## src/rtl/mem_arb_pkg.sv

```systemverilog
// mem_arbiter shared types
// state encodings and requester ids
package mem_arb_pkg;

  typedef enum logic [1:0] {
    IDLE = 2'd0,
    OWN0 = 2'd1,
    OWN1 = 2'd2
  } state_t;

  localparam logic REQ_CPU = 1'b0;
  localparam logic REQ_DBG = 1'b1;

endpackage

```

## src/rtl/mem_arbiter_rr_arb2.sv

```systemverilog
// two-way round-robin pick
// rr_last names the most recent winner
module rr_arb2
  import mem_arb_pkg::*;
(
  input  logic [1:0] req,
  input  logic       rr_last,
  output logic [1:0] gnt
);

  // a tie goes to whoever did not win last
  always_comb begin
    gnt = 2'b00;
    unique case (1'b1)
      (req == 2'b01): gnt = 2'b01;
      (req == 2'b10): gnt = 2'b10;
      (req == 2'b11): begin
        gnt = (rr_last == REQ_CPU) ?
              2'b10 : 2'b01;
      end
      default: gnt = 2'b00;
    endcase
  end

endmodule

```

## src/rtl/mem_arbiter.sv

```systemverilog
// single-port memory arbiter
// round-robin with lock and lock timeout
module mem_arbiter
  import mem_arb_pkg::*;
#(
  parameter int ADDR_WIDTH   = 6,
  parameter int DATA_WIDTH   = 16,
  parameter int LOCK_TIMEOUT = 8
) (
  input  logic                  clk,
  input  logic                  rst_n,
  input  logic                  m0_req,
  input  logic                  m0_we,
  input  logic                  m0_lock,
  input  logic [ADDR_WIDTH-1:0] m0_addr,
  input  logic [DATA_WIDTH-1:0] m0_wdata,
  output logic                  m0_gnt,
  output logic                  m0_rvalid,
  output logic [DATA_WIDTH-1:0] m0_rdata,
  input  logic                  m1_req,
  input  logic                  m1_we,
  input  logic                  m1_lock,
  input  logic [ADDR_WIDTH-1:0] m1_addr,
  input  logic [DATA_WIDTH-1:0] m1_wdata,
  output logic                  m1_gnt,
  output logic                  m1_rvalid,
  output logic [DATA_WIDTH-1:0] m1_rdata,
  output logic                  mem_we,
  output logic [ADDR_WIDTH-1:0] mem_addr,
  output logic [DATA_WIDTH-1:0] mem_data,
  input  logic [DATA_WIDTH-1:0] mem_in,
  output logic                  lock_err
);

  localparam int HW =
    $clog2(LOCK_TIMEOUT) + 1;
  localparam logic [HW-1:0] HOLD_LAST =
    HW'(LOCK_TIMEOUT - 1);
  localparam logic [HW-1:0] HOLD_MAX =
    '1;

  state_t        state_q, state_d;
  logic          rr_q, rr_d;
  logic [HW-1:0] hold_q, hold_d;
  logic          err_q, err_d;
  logic          rv0_q, rv1_q;
  logic [1:0]    pick;
  logic [1:0]    gnt;

  rr_arb2 u_rr (
    .req     ({m1_req, m0_req}),
    .rr_last (rr_q),
    .gnt     (pick)
  );

  // ownership, hold counter and grant
  always_comb begin
    gnt     = 2'b00;
    state_d = state_q;
    rr_d    = rr_q;
    hold_d  = hold_q;
    err_d   = err_q;
    unique case (state_q)
      IDLE: begin
        gnt    = pick;
        hold_d = '0;
        if (gnt[0]) rr_d = REQ_CPU;
        if (gnt[1]) rr_d = REQ_DBG;
        if (gnt[0] && m0_lock) begin
          state_d = OWN0;
          hold_d  = HW'(1);
        end else if (gnt[1] && m1_lock) begin
          state_d = OWN1;
          hold_d  = HW'(1);
        end
      end
      OWN0: begin
        gnt[0] = m0_req;
        if (!m0_lock) begin
          state_d = IDLE;
          hold_d  = '0;
        end else if (hold_q >= HOLD_LAST) begin
          state_d = IDLE;
          hold_d  = '0;
          err_d   = 1'b1;
          rr_d    = REQ_CPU;
        end else if (hold_q != HOLD_MAX) begin
          hold_d = hold_q + HW'(1);
        end
      end
      OWN1: begin
        gnt[1] = m1_req;
        if (!m1_lock) begin
          state_d = IDLE;
          hold_d  = '0;
        end else if (hold_q >= HOLD_LAST) begin
          state_d = IDLE;
          hold_d  = '0;
          err_d   = 1'b1;
          rr_d    = REQ_DBG;
        end else if (hold_q != HOLD_MAX) begin
          hold_d = hold_q + HW'(1);
        end
      end
      default: begin
        state_d = IDLE;
        hold_d  = '0;
      end
    endcase
    // nothing reaches memory while in reset
    if (!rst_n) gnt = 2'b00;
  end

  // state, round-robin and error registers
  always_ff @(posedge clk or negedge rst_n) begin
    if (!rst_n) begin
      state_q <= IDLE;
      rr_q    <= REQ_DBG;
      hold_q  <= '0;
      err_q   <= 1'b0;
    end else begin
      state_q <= state_d;
      rr_q    <= rr_d;
      hold_q  <= hold_d;
      err_q   <= err_d;
    end
  end

  // read-valid follows a granted read by one cycle
  always_ff @(posedge clk or negedge rst_n) begin
    if (!rst_n) begin
      rv0_q <= 1'b0;
      rv1_q <= 1'b0;
    end else begin
      rv0_q <= gnt[0] & ~m0_we;
      rv1_q <= gnt[1] & ~m1_we;
    end
  end

  // memory port mirrors the granted requester
  always_comb begin
    mem_we   = 1'b0;
    mem_addr = '0;
    mem_data = '0;
    if (gnt[0]) begin
      mem_we   = m0_we;
      mem_addr = m0_addr;
      mem_data = m0_wdata;
    end else if (gnt[1]) begin
      mem_we   = m1_we;
      mem_addr = m1_addr;
      mem_data = m1_wdata;
    end
  end

  assign m0_gnt    = gnt[0];
  assign m1_gnt    = gnt[1];
  assign m0_rvalid = rv0_q;
  assign m1_rvalid = rv1_q;
  assign m0_rdata  = rv0_q ? mem_in : '0;
  assign m1_rdata  = rv1_q ? mem_in : '0;
  assign lock_err  = err_q;

endmodule

```

## config.mk

```make
export PLATFORM = sky130hd
export DESIGN_NAME = mem_arbiter
export DESIGN_NICKNAME = d
export VERILOG_FILES = /design/src/rtl/mem_arb_pkg.sv /design/src/rtl/mem_arbiter_rr_arb2.sv /design/src/rtl/mem_arbiter.sv
export SDC_FILE = /design/constraint.sdc
export NUM_CORES = 1
export LEC_CHECK = 0
export ABC_AREA = 1
export BUFFER_PORTS_ARGS = -buffer_cell sky130_fd_sc_hd__clkbuf_2
export CORE_MARGIN = 3
export CORE_UTILIZATION = 37
export CTS_BUF_LIST = sky130_fd_sc_hd__clkbuf_16
export DETAILED_ROUTE_END_ITERATION = 16
export PLACE_DENSITY = 0.88
export SLEW_MARGIN = 20
export SYNTH_ARGS = -nofsm -noshare
export SYNTH_HDL_FRONTEND = slang
export SYNTH_SLANG_ARGS = --single-unit
```

## constraint.sdc

```tcl
create_clock -name clk -period 2.1 [get_ports clk]
set_clock_uncertainty 0.05 [all_clocks]
set_input_delay 0.42 -clock clk [delete_from_list [all_inputs] [get_ports clk]]
set_output_delay 0.42 -clock clk [all_outputs]
set_load 0.05 [all_outputs]
```

==> run summary <==
The width of the die is 66.2 µm. The insertion delay of the later-clocked pin in the worst-skew pair came out at 240 ps. IR analysis of the VDD net gives a maximum drop of 0.000777 V. In this run, CTS created clock tree buffers numbering 3. The origin of the critical flop-to-flop path is state_q[0]$_DFFE_PN0P_. The number of rows in the core area came out at 21.

For this block, the via count after detailed routing is 2240. At the worst endpoint, the required time is 1630 ps. The net count of the finished layout came out at 452. In this run the worst path has a maximum fanout of 6.

The number of warning messages in the yosys log is 0. The die outline area came out at 0.00438 mm². Counting every net in the synthesized netlist gives 306. Global routing consumed, on the met1 layer, 31.7% of the routing resources. The utilization of the core after routing came out at 86.1%. The layout overhead on the synthesized area came out at 119%.

The height of the die is 66.2 µm. After global routing the overflow that remains totals 0. The number of levels in the clock H-tree came out at 1. The clock transition at the register clock pins on the worst setup and hold paths after CTS came out at 40 ps. In this run the critical register-to-register path is captured at m0_rvalid$_DFF_PN0_. The worst-case setup slack after placement is -87.5 ps. In this run the power density over the cells is 1200 mW/mm². The finished layout holds 424 standard cells, fillers aside. The number of antenna violations at the first check in global routing came out at 0. After Yosys synthesis, and, or, nand and nor cells account for 41.5% of the synthesized area.

The synthesized netlist devotes 0% of its cell area to XOR and XNOR gates. The library cell occupying the most area in the post-synthesis netlist is sky130_fd_sc_hd__nand2_1. The checks that failed: setup timing. The number of cells on the worst reg-to-reg path is 8. After synthesis, the share of cell area in mux cells is 0%.

Yosys instantiated no cell more often than sky130_fd_sc_hd__nand2_1. The CTS tree is done. In this run, the number of DRC markers left after iteration 0 of detailed routing was 200.

The wire length of the first global-routing pass is 10800 µm. Measured against its own limit, the worst slew margin works out to 60.8%. Setup repair after global routing could not meet its margin everywhere.

The post-place instance area came out at 0.00234 mm². The number of sinks on the clock net is 10. The cell chosen for the clock root is sky130_fd_sc_hd__clkbuf_16.

The measured slew at the worst slew-check pin is 587 ps. The number of antenna repair diodes came out at 0. The worst setup path is captured at a primary output. The share of the clock period used by the worst path after layout came out at 113%. Sequential elements use 18.8% of the synthesized area.

In this run the standard cell core region covers 0.00342 mm². The number of input and output port buffers inserted is 127. The final-report setup violation count came out at 24. The synthesized design contains 0 enable-type register cells.

For this run, the leading register cell type out of synthesis is sky130_fd_sc_hd__dfrtp_1. Summing all non-filler instances in the final layout gives an area of 0.00294 mm². Counting stages on the worst path, the most repeated cell is sky130_fd_sc_hd__inv_2. The total global-route track usage came out at 33.3%.

The endpoint arrival time on the critical path is 1900 ps. Timing would allow up to 421 MHz. Sorting the synthesized cells by how often they occur yields sky130_fd_sc_hd__nand2_1 (108), sky130_fd_sc_hd__inv_1 (46), sky130_fd_sc_hd__o21ai_2 (18), sky130_fd_sc_hd__dfrtp_1 (9), sky130_fd_sc_hd__nand3_1 (8).

The post-synthesis cell area is 0.00134 mm². The hold violation count in the final report came out at 0. The tightest hold margin is 80.5 ps. The final worst-path setup slack is -274 ps. The worst hold path belongs to the class primary input to asynchronous set/reset pin. The detailed placer's ending HPWL is 4000 µm. The post-synthesis register bit count came out at 10.

The dominant combinational cell family by area after synthesis is simple AND/OR/NAND/NOR gates. Dividing the detail-routed wire length by the instance count gives 18.5 µm. The proportion of register bits with asynchronous set or reset after synthesis came out at 100%.

The vias per cell is 5.28. The met3 routing resource usage after global routing is 14.6%. The flop-to-flop setup slack is 580 ps. The number of routed nets with antenna violations is 0. Summed over all cells, the static leakage comes to 1.81 nW. The longest clock path from root to sink contains 2 buffers.

The overall power came out at 3.54 mW. Entering global routing, the biggest net connects 18 pins. After Yosys synthesis, full adders, half adders and majority gates account for 4.66% of the synthesized area. The buffering stage count on the worst path with inverters included came out at 5. The starting density of the core is 39.3%.

The first detailed-routing pass took 4 iterations. Counting every instance in the synthesized netlist gives 233. Summing the areas of all compound-gate instances in the mapped netlist gives 16.0% of the synthesized area. The slowest stage of the critical path belongs to the cell sky130_fd_sc_hd__dfrtp_1. For this run, global-route usage on met2 was measured as 55.9%.

The critical path goes through inv_2 > ha_4 > inv_2 > nand2_4 > nand2_8 > buf_4 > clkbuf_16 > nand2_1 > o21ai_4 > buf_8. The number of hold buffers added after CTS is 0. Ranked by total cell area, the synthesized netlist is headed by sky130_fd_sc_hd__nand2_1 (30%), sky130_fd_sc_hd__dfrtp_1 (17%), sky130_fd_sc_hd__inv_1 (13%). Of the cells placed in the final design, the portion with a size suffix greater than 1 is 57.1%. The shortest period the worst path allows is 2370 ps. The run finished, with violations left. STA classifies the critical path startpoint as a register. The setup path with the least slack is of type register to primary output.

The wire length reported by the detailed router came out at 7830 µm. The number of slew-limit violations in the final report is 0. The number of max-cap violations is 0. The critical path startpoint is state_q[1]$_DFFE_PN0P_. The congestion estimate from routability-driven global placement came to 0.919. For the final routed database, the setup TNS stands at -4790 ps. Summed over its instances, the top area cell type makes up 30.2% of the synthesized netlist area. The top-level port count is 128. The highest cell delay on the worst timing path is 400 ps. The number of distinct library cells after synthesis is 23. Once placement completed, the tool counted placed cells totaling 409. The mean area per synthesized cell came out at 5.76 µm². The DRC violation count after routing came out at 0. The number of global-route vias before repair is 2137. met2 is the most crowded layer. The top cell family by delay on the critical path is buffers and inverters.
==> worst max path at each step <==
stage | end | slack, ps | depth (start not counted)
floorplan | mem_we | 40 | 10
global placement | mem_data[5] | 20 | 9
detailed placement | mem_data[13] | -90 | 9
CTS | mem_data[15] | -120 | 10
global route | mem_data[6] | -320 | 10
finish | mem_data[6] | -270 | 10
==> area by class of cell <==
| cell class | count | area, µm² |
|---|---|---|
| tap | 46 | 57.6 |
| inverter | 47 | 179 |
| timing repair buffer | 150 | 1210 |
| fill | 174 | 474 |
| clock inverter | 1 | 3.75 |
| clock buffer | 3 | 75.1 |
| sequential | 10 | 253 |
| multi-input combinational | 167 | 1160 |
==> registers in the layout (all words and copies together) (netlist names) <==
register   cells
m0_rvalid      1
lock_err       1
rr_q           1
hold_q         4
state_q        2
m1_rvalid      1
==> layout by cell type (no fill, tap or decap), types with 8 or more instances in the layout <==
cell type / instances
sky130_fd_sc_hd__clkbuf_2: 102
sky130_fd_sc_hd__nand2_4: 9
sky130_fd_sc_hd__buf_12: 10
sky130_fd_sc_hd__buf_8: 18
sky130_fd_sc_hd__dfrtp_1: 8
sky130_fd_sc_hd__buf_4: 11
sky130_fd_sc_hd__nand2_2: 17
sky130_fd_sc_hd__nand3_1: 8
sky130_fd_sc_hd__inv_1: 42
sky130_fd_sc_hd__o21ai_4: 20
sky130_fd_sc_hd__nand2_1: 86
==> worst reg2reg max path, stage by stage (launching register included) <==
cell                      delay [ps]
sky130_fd_sc_hd__dfrtp_2         450
sky130_fd_sc_hd__inv_4           100
sky130_fd_sc_hd__ha_4            160
sky130_fd_sc_hd__nand2_4          50
sky130_fd_sc_hd__nand2_4          80
sky130_fd_sc_hd__nand2_8          90
sky130_fd_sc_hd__buf_12          150
sky130_fd_sc_hd__buf_16          140
sky130_fd_sc_hd__nor3_1          160
==> cells by family after synthesis <==
kind of cell,Yosys count
DFF,10
buffers and inverters,58
adders and majority gates,5
AOI/OAI and AO/OA,28
and+or+nand+nor,132
==> per-layer routing <==
metal / up-vias / share of wire [%] / routed length, µm
met1: 1011 / 32 / 2470
met5: - / 0 / 0
li1: 987 / - / -
met2: 181 / 52 / 4060
met4: 0 / 7.6 / 596
met3: 61 / 8.9 / 696
==> repair_timing <==
action	CTS	global route
gates cloned	3	1
setup endpoints to repair	25	25
pin swaps	6	12
resized for setup	60	49
buffers inserted	4	3
==> power by group <==
group / switching, mW / internal, mW / leakage, nW / total [mW]
registers: 0.0730 / 0.250 / 0.128 / 0.323
clock network: 0.0930 / 0.250 / 0.0385 / 0.343
logic: 1.73 / 1.15 / 1.64 / 2.88
Power figures use the tool's default switching activity.
